File: src/rtl/coin_acceptor.sv
// coin_acceptor: synchronises and debounces three raw coin sensors, rejects
// ambiguous multi-sensor hits, and queues accepted coins for the vending FSM.
//
// Ports:
//   clock, reset       rising-edge clock, synchronous active-high reset
//   sens_nickel/dime/quarter  raw asynchronous sensor lines, high = coin
//   coin_ready         downstream accepts the head coin this cycle
//   coin               head coin code (NICKEL=001, DIME=010, QUARTER=101), 000 when empty
//   coin_valid         queue non-empty
//   reject             one-cycle pulse: coin discarded (ambiguous or overflow)
//   fifo_count         entries currently queued
//   overflow_err       sticky overflow flag, cleared only by reset
module coin_acceptor #(
  parameter int unsigned DEBOUNCE   = 4,
  parameter int unsigned FIFO_DEPTH = 4
) (
  input  logic       clock,
  input  logic       reset,
  input  logic       sens_nickel,
  input  logic       sens_dime,
  input  logic       sens_quarter,
  input  logic       coin_ready,
  output logic [2:0] coin,
  output logic       coin_valid,
  output logic       reject,
  output logic [3:0] fifo_count,
  output logic       overflow_err
);

  localparam int unsigned NCH = 3;
  localparam int unsigned PW  = (FIFO_DEPTH > 1) ? $clog2(FIFO_DEPTH) : 1;

  localparam logic [2:0] CODE_NICKEL  = 3'b001;
  localparam logic [2:0] CODE_DIME    = 3'b010;
  localparam logic [2:0] CODE_QUARTER = 3'b101;

  typedef enum logic [1:0] {
    ST_IDLE   = 2'd0,
    ST_FILTER = 2'd1,
    ST_HELD   = 2'd2
  } ch_state_e;

  // Two-flop synchronisers; bit 0 nickel, bit 1 dime, bit 2 quarter.
  logic [NCH-1:0] raw_c;
  logic [NCH-1:0] sync1_q, sync2_q;

  assign raw_c = {sens_quarter, sens_dime, sens_nickel};

  always_ff @(posedge clock) begin
    if (reset) begin
      sync1_q <= '0;
      sync2_q <= '0;
    end else begin
      sync1_q <= raw_c;
      sync2_q <= sync1_q;
    end
  end

  // Per-channel debounce FSM state registers.
  ch_state_e      state_q [NCH];
  ch_state_e      state_d [NCH];
  logic [2:0]     cnt_q   [NCH];
  logic [2:0]     cnt_d   [NCH];
  logic [NCH-1:0] event_c;

  // Reset into HELD so a sensor stuck high through reset is not counted.
  always_ff @(posedge clock) begin
    if (reset) begin
      for (int i = 0; i < NCH; i++) begin
        state_q[i] <= ST_HELD;
        cnt_q[i]   <= '0;
      end
    end else begin
      for (int i = 0; i < NCH; i++) begin
        state_q[i] <= state_d[i];
        cnt_q[i]   <= cnt_d[i];
      end
    end
  end

  // Debounce next-state: one event per insertion, fired on the DEBOUNCE-th high sample.
  always_comb begin
    event_c = '0;
    for (int i = 0; i < NCH; i++) begin
      state_d[i] = state_q[i];
      cnt_d[i]   = cnt_q[i];
      case (state_q[i])
        ST_IDLE: begin
          cnt_d[i] = '0;
          if (sync2_q[i]) begin
            state_d[i] = ST_FILTER;
            cnt_d[i]   = 3'd1;
          end
        end
        ST_FILTER: begin
          if (!sync2_q[i]) begin
            state_d[i] = ST_IDLE;
            cnt_d[i]   = '0;
          end else if (cnt_q[i] == 3'(DEBOUNCE - 1)) begin
            event_c[i] = 1'b1;
            state_d[i] = ST_HELD;
            cnt_d[i]   = '0;
          end else begin
            cnt_d[i] = cnt_q[i] + 3'd1;
          end
        end
        ST_HELD: begin
          if (sync2_q[i]) begin
            cnt_d[i] = '0;
          end else if (cnt_q[i] == 3'(DEBOUNCE - 1)) begin
            state_d[i] = ST_IDLE;
            cnt_d[i]   = '0;
          end else begin
            cnt_d[i] = cnt_q[i] + 3'd1;
          end
        end
        default: begin
          state_d[i] = ST_HELD;
          cnt_d[i]   = '0;
        end
      endcase
    end
  end

  // Arbitration: exactly one event pushes its code, two or more are ambiguous.
  logic       single_ev_c;
  logic       multi_ev_c;
  logic [2:0] push_code_c;

  always_comb begin
    single_ev_c = 1'b0;
    push_code_c = 3'b000;
    case (event_c)
      3'b001: begin single_ev_c = 1'b1; push_code_c = CODE_NICKEL;  end
      3'b010: begin single_ev_c = 1'b1; push_code_c = CODE_DIME;    end
      3'b100: begin single_ev_c = 1'b1; push_code_c = CODE_QUARTER; end
      default: begin single_ev_c = 1'b0; push_code_c = 3'b000; end
    endcase
    multi_ev_c = (event_c != '0) && !single_ev_c;
  end

  // Coin queue: circular buffer with a separate occupancy count.
  logic [2:0]    mem_q [FIFO_DEPTH];
  logic [PW-1:0] wr_ptr_q, rd_ptr_q;
  logic [3:0]    count_q, count_d;
  logic          reject_q, overflow_q;
  logic          pop_c, full_c, do_push_c, ovf_c;

  assign pop_c     = (count_q != 4'd0) && coin_ready;
  assign full_c    = (count_q == 4'(FIFO_DEPTH));
  // A pop on the same edge frees the slot, so a full queue can still accept.
  assign do_push_c = single_ev_c && (!full_c || pop_c);
  assign ovf_c     = single_ev_c && full_c && !pop_c;

  always_comb begin
    count_d = count_q;
    if (do_push_c && !pop_c) begin
      count_d = count_q + 4'd1;
    end else if (!do_push_c && pop_c) begin
      count_d = count_q - 4'd1;
    end
  end

  always_ff @(posedge clock) begin
    if (reset) begin
      for (int i = 0; i < FIFO_DEPTH; i++) begin
        mem_q[i] <= '0;
      end
      wr_ptr_q   <= '0;
      rd_ptr_q   <= '0;
      count_q    <= '0;
      reject_q   <= 1'b0;
      overflow_q <= 1'b0;
    end else begin
      if (do_push_c) begin
        mem_q[wr_ptr_q] <= push_code_c;
        wr_ptr_q        <= wr_ptr_q + PW'(1);
      end
      if (pop_c) begin
        rd_ptr_q <= rd_ptr_q + PW'(1);
      end
      count_q    <= count_d;
      reject_q   <= multi_ev_c | ovf_c;
      overflow_q <= overflow_q | ovf_c;
    end
  end

  // Outputs come straight from registers; the head mux only selects stored state.
  assign coin_valid   = (count_q != 4'd0);
  assign coin         = coin_valid ? mem_q[rd_ptr_q] : 3'b000;
  assign reject       = reject_q;
  assign fifo_count   = count_q;
  assign overflow_err = overflow_q;

endmodule

File: config.mk
export PLATFORM = sky130hd
export DESIGN_NAME = coin_acceptor
export DESIGN_NICKNAME = d
export VERILOG_FILES = /design/src/rtl/coin_acceptor.sv
export SDC_FILE = /design/constraint.sdc
export NUM_CORES = 1
export LEC_CHECK = 0
export CAP_MARGIN = 0
export CORE_MARGIN = 5
export CORE_UTILIZATION = 51
export CTS_BUF_LIST = sky130_fd_sc_hd__clkbuf_16
export DETAILED_ROUTE_END_ITERATION = 16
export PLACE_DENSITY = 0.74
export SKIP_CTS_REPAIR_TIMING = 1
export SLEW_MARGIN = 10
export SYNTH_ARGS = -nofsm -noshare
export SYNTH_HDL_FRONTEND = slang
export SYNTH_SLANG_ARGS = --single-unit
File: constraint.sdc
create_clock -name clock -period 2.63 [get_ports clock]
set_input_delay 0.263 -clock clock [delete_from_list [all_inputs] [get_ports clock]]
set_output_delay 0.263 -clock clock [all_outputs]
set_load 0.005 [all_outputs]
# Yosys cells after proc, flatten, opt, wreduce, memory -nomap -nowiden
# Memories as Yosys holds them, arrays and structs flattened. A register that Yosys moved wholly into a read port is not among the register bits.
# Index checks and enable logic that the tools add are counted.
# classes
bitwise	8
muxes	64
n_addsub	7
eq_ne	13
n_reduce_logical	20
# ops
cell	count
$mux W2	21
$mux W3	14
$pmux W3 S3	4
$mux W1	20
$pmux W2 S3	3
$eq A3 B2 Y1 const B	4
$add A3 B1 Y3 const B	3
$mux W4	2
$or A1 B1 Y1	8
$logic_and A1 B1 Y1	7
$eq A2 B1 Y1 const B	3
$eq A2 B2 Y1 const B	3
$logic_not A2 Y1	3
$reduce_or A3 Y1	2
$add A2 B1 Y2 const B	2
$add A4 B1 Y4 const B	1
$eq A4 B3 Y1 const B	1
$logic_not A1 Y1	4
$reduce_bool A4 Y1	1
$sub A4 B1 Y4 const B	1
$eq A3 B1 Y1 const B	1
$eq A3 B3 Y1 const B	1
$reduce_bool A3 Y1	1
$reduce_bool A2 Y1	1
$logic_or A1 B1 Y1	1
# word_totals
in_bits	6
n_memories	3
mem_bits_rw	27
wordCells	122
reg_bits	16
output_inout_bits	10
# mem_list
memory	words	width	read_ports	rd_ports_with_merged_regs	write_ports	line_no	rtl
mem_q	4	3	1	1	4	143	logic [2:0] mem_q [FIFO_DEPTH];
cnt_q	3	3	3	0	3	62	logic [2:0] cnt_q [NCH];
state_q	3	2	3	0	3	60	ch_state_e state_q [NCH];

# Longest topological paths before layout
# Gate-level depths: netlist (run 1).
# An unclocked memory read counts as a cell.
# depth
word_depth	14
depth_mapped	13
mapped_depth_nobuf	13

# Worst setup path before layout (run 1)
# No wires, ideal clock.
# synth_path
path_kind	reg2reg
start	mem cnt_q[2][0], in the netlist cnt_q[0][6]
end	reg count_q[3], in the netlist fifo_count[3]
arrival_ps	2673
n_path_buf	0
synth_period_minus_slack_ps	2744
stages_incl_launch_ff	14
setup_ps	71
required_ps	2559
slack_ps	-114
path_cell_list	dfxtp_1 > ha_1 > and3b_4 > a211o_1 > a21oi_2 > o21a_4 > ha_1 > inv_1 > ha_1 > a21o_1 > a21oi_1 > xnor2_1 > or3_1 > a21oi_1
# synth_lines
item	line_no	rtl
start: declaration	62	
end signal: assignment	182	count_q <= count_d;
end: declaration	145	logic [3:0] count_q, count_d;

==> metrics.md, run 1 <==
| Metric | Value |
|---|---|
| Status | finished, violations left |
| Failing checks | setup timing |
| Max Slew Vio Count | 0 |
| Initial antenna violation count | 0 |
| CP Capture Type | flip-flop |
| DIE AREA | roughly 5300 µm² |
| WL/cell | 15.4 µm |
| CTS Sinks | 45 |
| Clock period minus worst slack | 2.74 ns |
| Synth Warn # | 0 |
| Met3 wire len | around 180 µm |
| Class of the worst hold path | reg2reg |
| Via density | about 5.6 |
| Kind of critical path | reg2reg |
| Total GRT Usage | 16.0% |
| DRT Pass-1 Iters | 4 |
| WL met1 | about 1.7 mm |
| Net count after synthesis | 207 |
| EDFF count, synth | 12 |
| Htree depth | 2 |
| Largest family of logic cells by synthesized area | simple AND/OR/NAND/NOR gates |
| Iter 0 DRT Violations | 92 |
| Post-synth ARST share | 0% |
| Worst-margin pin slew | between 0.3 and 0.4 ns |
| HPWL after DPL | 3.01 mm |
| Remaining antenna violation count after routing | 0 |
| Share of cells above drive strength 1 | between 20% and 30% |
| Avg Cell Area, Syn | ~10 µm² |
| Port bufs | 15 |
| Setup TNS | -0.114 ns |
| Fin. Hold Viols | 0 |
| RSZ-0062 raised after global routing | true |
| Largest net degree at the start of global routing | 30 |
| DRT Wirelength | 4.31 mm |
| Area leader, netlist | dfxtp_1 |
| Synthesis-to-layout area growth | 29.0% |
| Met2 routed WL | roughly 2.4 mm |
| Initial Util | 51.5% |
| Setup violations, final | 1 |
| Post-Syn Instances | about 190 |
| Die Y-Extent | 73.1 µm |
| Fmax | 364 MHz |
| Worst endpoint required time | 2.85 ns |
| #FFs+latches synth | 45 |
| First-pass GRT wire length | 6.58 mm |
| Top cell type's share of synthesized area | 32.5% |
| Crit Path Max Fanout | 4 |
| Mux share of post-synthesis cell area | 4.56% |
| Compound-Gate Fraction of Synth Area | 12.0% |
| Vias in the first global route | 1477 |
| CTS buffer count | 5 |
| Synth Area in Adders | 4.68% |
| Ys flop type | dfxtp_1 |
| CTS tree | yes |
| Cell row count | 23 |
| PnR worst setup slack | -0.114 ns |
| Io pins | 16 |
| GRT overflow | 0 |
| # diodes | 0 |
| Leakage | 0.00102 µW |
| Hold_ws | ~0.44 ns |
| Gpl congestion | between 0.7 and 0.8 |
| Root buf cell | clkbuf_16 |
| Netlist cell types | 43 |
| Routed vias | 1555 |
| Clock Pin Slew Worst Setup and Hold Paths | 0.06 ns |
| Highest Signal Layer | met4 |
| Final cycle utilization of the critical path | 104% |
| Clk_skew | 0.00318 ns |
| Post-synthesis sequential area ratio | around half |
| MaxCap Viol Count | 0 |
| Layout Nets | 242 |
| Residual DRC count | 0 |
| Clock latency on the worst-skew pair | ~0.28 ns |
| Die width | 73.1 µm |
| Utilization after layout | 66.5% |
| Peak supply drop | slightly above 0.6 mV |
| Cell Area, Synth | 2030 µm² |
| Area contributors post-synth | dfxtp_1 33%, edfxtp_1 18%, nor2_1 4.8%, a21oi_1 3.7%, ha_1 3.7% |
| CORE AREA | 3940 µm² |
| Crit path arrival time | 2.97 ns |
| CTS max path bufs | 2 |
| Post-synthesis xor/xnor area fraction | roughly 2.2% |
| Slew headroom | 76.6% |
| Cell Pwr Density | 900 nW/µm² |
| Synthesized-area fraction occupied by and/or/nand/nor cells | around 24% |
| Nature of the critical path startpoint | flip-flop |
-- path summary, 6_finish.rpt --
kind                                 to                    from  slack (ns)  cells after the start
max          fifo_count[3]$_SDFFE_PP0P_  cnt_q[0][6]$_SDFF_PP0_       -0.11                     13
min               sync2_q[2]$_SDFF_PP0_   sync1_q[2]$_SDFF_PP0_        0.44                      1
max reg2reg  fifo_count[3]$_SDFFE_PP0P_  cnt_q[0][6]$_SDFF_PP0_       -0.11                     13
min reg2reg       sync2_q[2]$_SDFF_PP0_   sync1_q[2]$_SDFF_PP0_        0.44                      1
-- cell families after synthesis --
logic type	after synthesis
simple gates	85
mux	5
xor+xnor	5
compound gates	36
flops	45
fa+ha+maj	7
buf+inv	11
-- report_power, final --
part / internal, µW / total (µW) / switching [µW] / leakage [µW]
Sequential: 803 / 901 / 98.9 / 0.000395
Clock: 542 / 786 / 244 / 0.0000938
Combinational: 386 / 670 / 284 / 0.000535
Total: 1730 / 2360 / 627 / 0.00102
-- through the flow --
step	std cells	area [µm²]	setup slack (ns)	power (µW)
after floorplan	194	2050	0.00901	1280
after global placement	265	2320	0.0489	1500
after detailed placement	265	2320	-0.0946	1540
after CTS	273	2510	-0.123	2320
after global routing	280	2620	-0.209	2480
final	280	2620	-0.114	2360
-- layer usage --
metal,vias up,global-route usage (%)
met3,7,4.27
met4,0,6.15
li1,762,-
met5,-,0
met2,43,29.5
met1,743,17.2
-- flip-flops by register name (all words and copies together) (netlist names), named ones only --
| name | flops |
|---|---|
| mem_q | 12 |
| cnt_q | 9 |
| state_q | 6 |
| fifo_count | 4 |
| sync1_q | 3 |
| sync2_q | 3 |
| rd_ptr_q | 2 |
| wr_ptr_q | 2 |
| overflow_err | 1 |
| reject | 1 |
-- critical path, cell delays in order (launching register included) --
cell	delay [ns]
dfxtp_2	0.33
ha_4	0.16
and3b_4	0.19
a211o_1	0.32
a21oi_2	0.22
o21a_4	0.17
ha_4	0.15
inv_4	0.04
ha_4	0.20
a21o_1	0.16
a21oi_2	0.13
xnor2_1	0.10
or3_1	0.39
a21oi_2	0.12
-- placed cells by master, fill, tap and decap left out, drive strengths merged, types with 3 or more instances in the layout --
| cell type | instances |
|---|---|
| a21oi | 16 |
| and2 | 3 |
| and3b | 5 |
| buf | 17 |
| clkbuf | 5 |
| clkdlybuf4s50 | 15 |
| dfxtp | 33 |
| edfxtp | 12 |
| ha | 6 |
| inv | 7 |
| mux4 | 3 |
| nand2 | 8 |
| nand2b | 6 |
| nand3b | 4 |
| nor2 | 26 |
| nor2b | 10 |
| nor3 | 6 |
| nor3b | 5 |
| nor4b | 4 |
| o21ai | 3 |
| o21bai | 5 |
| xor2 | 3 |
-- cell type report --
cell class	instances	area, µm²
Timing Repair Buffer	32	282
Tap cell	50	62.6
Clock buffer	5	125
Sequential cell	45	1030
Fill cell	290	1320
Multi-Input combinational cell	138	1030
Inverter	7	28.8
Clock inverter	3	65.1
-- synthesized netlist by cell type, drive strengths merged (2+ instances only) --
cell type,count
nand2,8
and2,3
nor4b,4
clkbuf,4
and3,2
and2b,2
nand2b,6
and3b,5
dfxtp,33
xor2,3
a31o,2
mux4,3
inv,7
o21bai,5
edfxtp,12
ha,6
o21ai,3
xnor2,2
nor2b,10
nor3b,5
nand3b,4
o211ai,2
nor3,6
a21oi,16
nor2,26
No activity file was read; power rests on OpenSTA's default activity.
==> run 2: changes to the inputs <==
--- a/config.mk
+++ b/config.mk
@@ -6,11 +6,10 @@
 export NUM_CORES = 1
 export LEC_CHECK = 0
 export CAP_MARGIN = 0
-export CORE_MARGIN = 5
-export CORE_UTILIZATION = 51
+export CORE_UTILIZATION = 57
 export CTS_BUF_LIST = sky130_fd_sc_hd__clkbuf_16
 export DETAILED_ROUTE_END_ITERATION = 16
-export PLACE_DENSITY = 0.74
+export PLACE_DENSITY = 0.78
 export SKIP_CTS_REPAIR_TIMING = 1
 export SLEW_MARGIN = 10
 export SYNTH_ARGS = -nofsm -noshare
==> constraint.sdc (replaced) <==
create_clock -name clock -period 3.14 [get_ports clock]
set_input_delay 0.314 -clock clock [delete_from_list [all_inputs] [get_ports clock]]
set_output_delay 0.314 -clock clock [all_outputs]
set_load 0.005 [all_outputs]
==> run 2 against run 1 <==
The flow now finishes without violations. Power down 22%. Fmax fell by 5.8%. Clock power shrank 25%. Non-clock buffer count down 16. Flip-flop and latch count stayed put. Final cell count is 7.1% lower. Hold slack worse by 0.0016 ns. Wire length is 15% lower. Worst setup slack better by 0.34 ns. Global-route usage increased by 6.1 points. Combinational power down 25%. Clock skew up 0.0048 ns. Largest power group unchanged.
==> metrics.md, run 2 (synthesis gave the netlist of run 1 again) <==
| Metric | Value |
|---|---|
| RSZ-0062 raised after global routing | false |
| Clock latency on the worst-skew pair | 0.29 ns |
| PnR worst setup slack | ~0.23 ns |
| Status | finished, final reports clean |
| Via density | 5.63 |
| Root buf cell | clkbuf_16 |
| Worst Hold Launch | sync1_q[2]$_SDFF_PP0_ |
| Clock Pin Slew Worst Setup and Hold Paths | 0.06 ns |
| Htree depth | 2 |
| Initial antenna violation count | 0 |
| Crit Path Max Fanout | 5 |
| Crit-path most repeated cell | ha_1 |
| Met2 routed WL | ~2.0 mm |
| Worst hold endpoint | sync2_q[2]$_SDFF_PP0_ |
| Max Slew Vio Count | 0 |
| Fmax | 343 MHz |
| Die width | slightly above 60 µm |
| Setup violations, final | 0 |
| MaxCap Viol Count | 0 |
| Slew headroom | 77.9% |
| WP buf/inv | 1 |
| Fin. Hold Viols | 0 |
| CTS Sinks | 45 |
| Worst endpoint required time | 3.35 ns |
| Remaining antenna violation count after routing | 0 |
| First-pass GRT wire length | 5.98 mm |
| CTS buffer count | 5 |
| Leakage | 0.000928 µW |
| Highest Signal Layer | met4 |
| Crit path arrival time | 3.12 ns |
| Cell Pwr Density | 762 nW/µm² |
| Port bufs | 15 |
| Routed vias | 1464 |
| Crit-path cells | ha_1 > and3b_4 > a211o_1 > a21oi_2 > o21a_4 > ha_1 > inv_1 > ha_1 > a21o_1 > a21oi_2 > xnor2_1 > or3_1 > a21oi_1 |
| Peak supply drop | 0.351 mV |
| Total GRT Usage | 22.1% |
| Cell row count | 21 |
| WHS Path Cells | 1 |
| Dpl ws | around 0.2 ns |
| Iter 0 DRT Violations | 67 |
| Gpl congestion | 0.802 |
| CTS tree | yes |
| R2r setup slk | between 0.2 and 0.25 ns |
| Initial Util | 60.4% |
| CTS max path bufs | 2 |
| Hold_ws | 0.440 ns |
| # diodes | 0 |
| Nature of the critical path startpoint | flip-flop |
| Class of the worst hold path | reg2reg |
| Most common cell after layout, fill and taps aside | dfxtp_1 |
| Kind of critical path | reg2reg |
| CORE AREA | 3360 µm² |
| Most frequent cells in the layout | 33 x dfxtp_1, 26 x nor2_1, 15 x clkdlybuf4s50_1 |
| Layout Nets | 226 |
| Slowest cell on crit path | dfxtp_1 |
| Final cycle utilization of the critical path | just over 90% |
| Met3 wire len | around 93 µm |
| DRT Wirelength | 3.69 mm |
| HPWL after DPL | 2.64 mm |
| Residual DRC count | 0 |
| WL/cell | 14.2 µm |
| Vias in the first global route | 1406 |
| CP Capture Type | flip-flop |
| RR Startpoint | cnt_q[0][6]$_SDFF_PP0_ |
| Clk_skew | 0.00796 ns |
| Clock period minus worst slack | between 2 and 3 ns |
| Die Y-Extent | 61.7 µm |
| GRT overflow | 0 |
| Largest net degree at the start of global routing | 30 |
| Biggest regs | mem_q: 12 flops, cnt_q: 9 flops, state_q: 6 flops |
| Largest register FFs | 12 |
| Number of fill cells | approximately 240 |
| R2R cell count | 13 |
| Slowest stage delay, CP | 0.32 ns |
| Worst-margin pin slew | 0.328 ns |
| DRT Pass-1 Iters | 4 |
| Io pins | 16 |
| Worst R2R End | fifo_count[3]$_SDFFE_PP0P_ |
| Share of cells above drive strength 1 | 11.2% |
| WL met1 | 1.58 mm |
| Setup TNS | 0 ns |
| Top Family by Delay on Critical Path | compound AO/OA/AOI/OAI gates |
| Synthesis-to-layout area growth | 18.6% |
| Largest Register | mem_q |
| DIE AREA | 3810 µm² |
[run 2: cell types whose count changed in the layout (fill, tap and decap cells not counted), moves of 4 or more]
cell     before  now
buf_4        16    1
dfxtp_1      29   33
dfxtp_2       4    0
ha_1          1    6
ha_4          4    0
[run 2: worst max-delay path by stage]
| stage | from | end | cells past startpoint |
|---|---|---|---|
| floorplan | cnt_q[0][6]$_SDFF_PP0_ | fifo_count[3]$_SDFFE_PP0P_ | 13 |
| global placement | cnt_q[0][6]$_SDFF_PP0_ | fifo_count[3]$_SDFFE_PP0P_ | 13 |
| detailed placement | cnt_q[0][6]$_SDFF_PP0_ | fifo_count[3]$_SDFFE_PP0P_ | 13 |
| CTS | cnt_q[0][3]$_SDFF_PP0_ | fifo_count[3]$_SDFFE_PP0P_ | 13 |
| global route | cnt_q[0][6]$_SDFF_PP0_ | fifo_count[3]$_SDFFE_PP0P_ | 13 |
| finish | cnt_q[0][6]$_SDFF_PP0_ | fifo_count[3]$_SDFFE_PP0P_ | 13 |
[run 2: worst reg2reg max path, delay by kind of cell, from the launching register on]
kind | cells | cell delay, ns
simple gates | 2 | 0.51
buf+inv | 1 | 0.09
fa+ha+maj | 3 | 0.68
compound gates | 6 | 1.18
flops | 1 | 0.32
xor+xnor | 1 | 0.08
[run 2: final cells by class]
class / count / area, µm² / area share (%)
clock inverters: 3 / 46.3 / 1.92
multi-input cells: 138 / 975 / 40.5
repair buffers: 16 / 158 / 6.55
flip-flops and latches: 45 / 1020 / 42.4
inverters: 7 / 26.3 / 1.09
well taps: 46 / 57.6 / 2.39
clock buffers: 5 / 125 / 5.19
[run 2: power breakdown]
group | internal, µW | switching [µW]
registers | 669 | 72.7
logic | 281 | 221
clock network | 376 | 215
total | 1330 | 509
[run 2: layer usage]
layer	vias up	track usage (%)
li1	729	-
met1	706	23.8
met2	25	40.2
met3	4	6.93
met4	0	8.57
met5	-	0
[run 2: through the flow]
step / instances / total power (µW) / cell area (µm²) / utilization (%)
after floorplan: 194 / 1050 / 2030 / -
after global routing: 260 / 1940 / 2410 / 71.6
after detailed placement: 252 / 1240 / 2230 / 66.3
final: 260 / 1830 / 2410 / 71.6
after CTS: 260 / 1840 / 2400 / 71.4
after global placement: 252 / 1210 / 2230 / 66.3
==> run 3: changes to the inputs <==
--- a/config.mk
+++ b/config.mk
@@ -11,7 +11,7 @@
 export DETAILED_ROUTE_END_ITERATION = 16
 export PLACE_DENSITY = 0.78
 export SKIP_CTS_REPAIR_TIMING = 1
-export SLEW_MARGIN = 10
+export SLEW_MARGIN = 0
 export SYNTH_ARGS = -nofsm -noshare
 export SYNTH_HDL_FRONTEND = slang
 export SYNTH_SLANG_ARGS = --single-unit
==> results of run 3 <==
No change in the layout: final DEF, timing and power equal those of run 2.
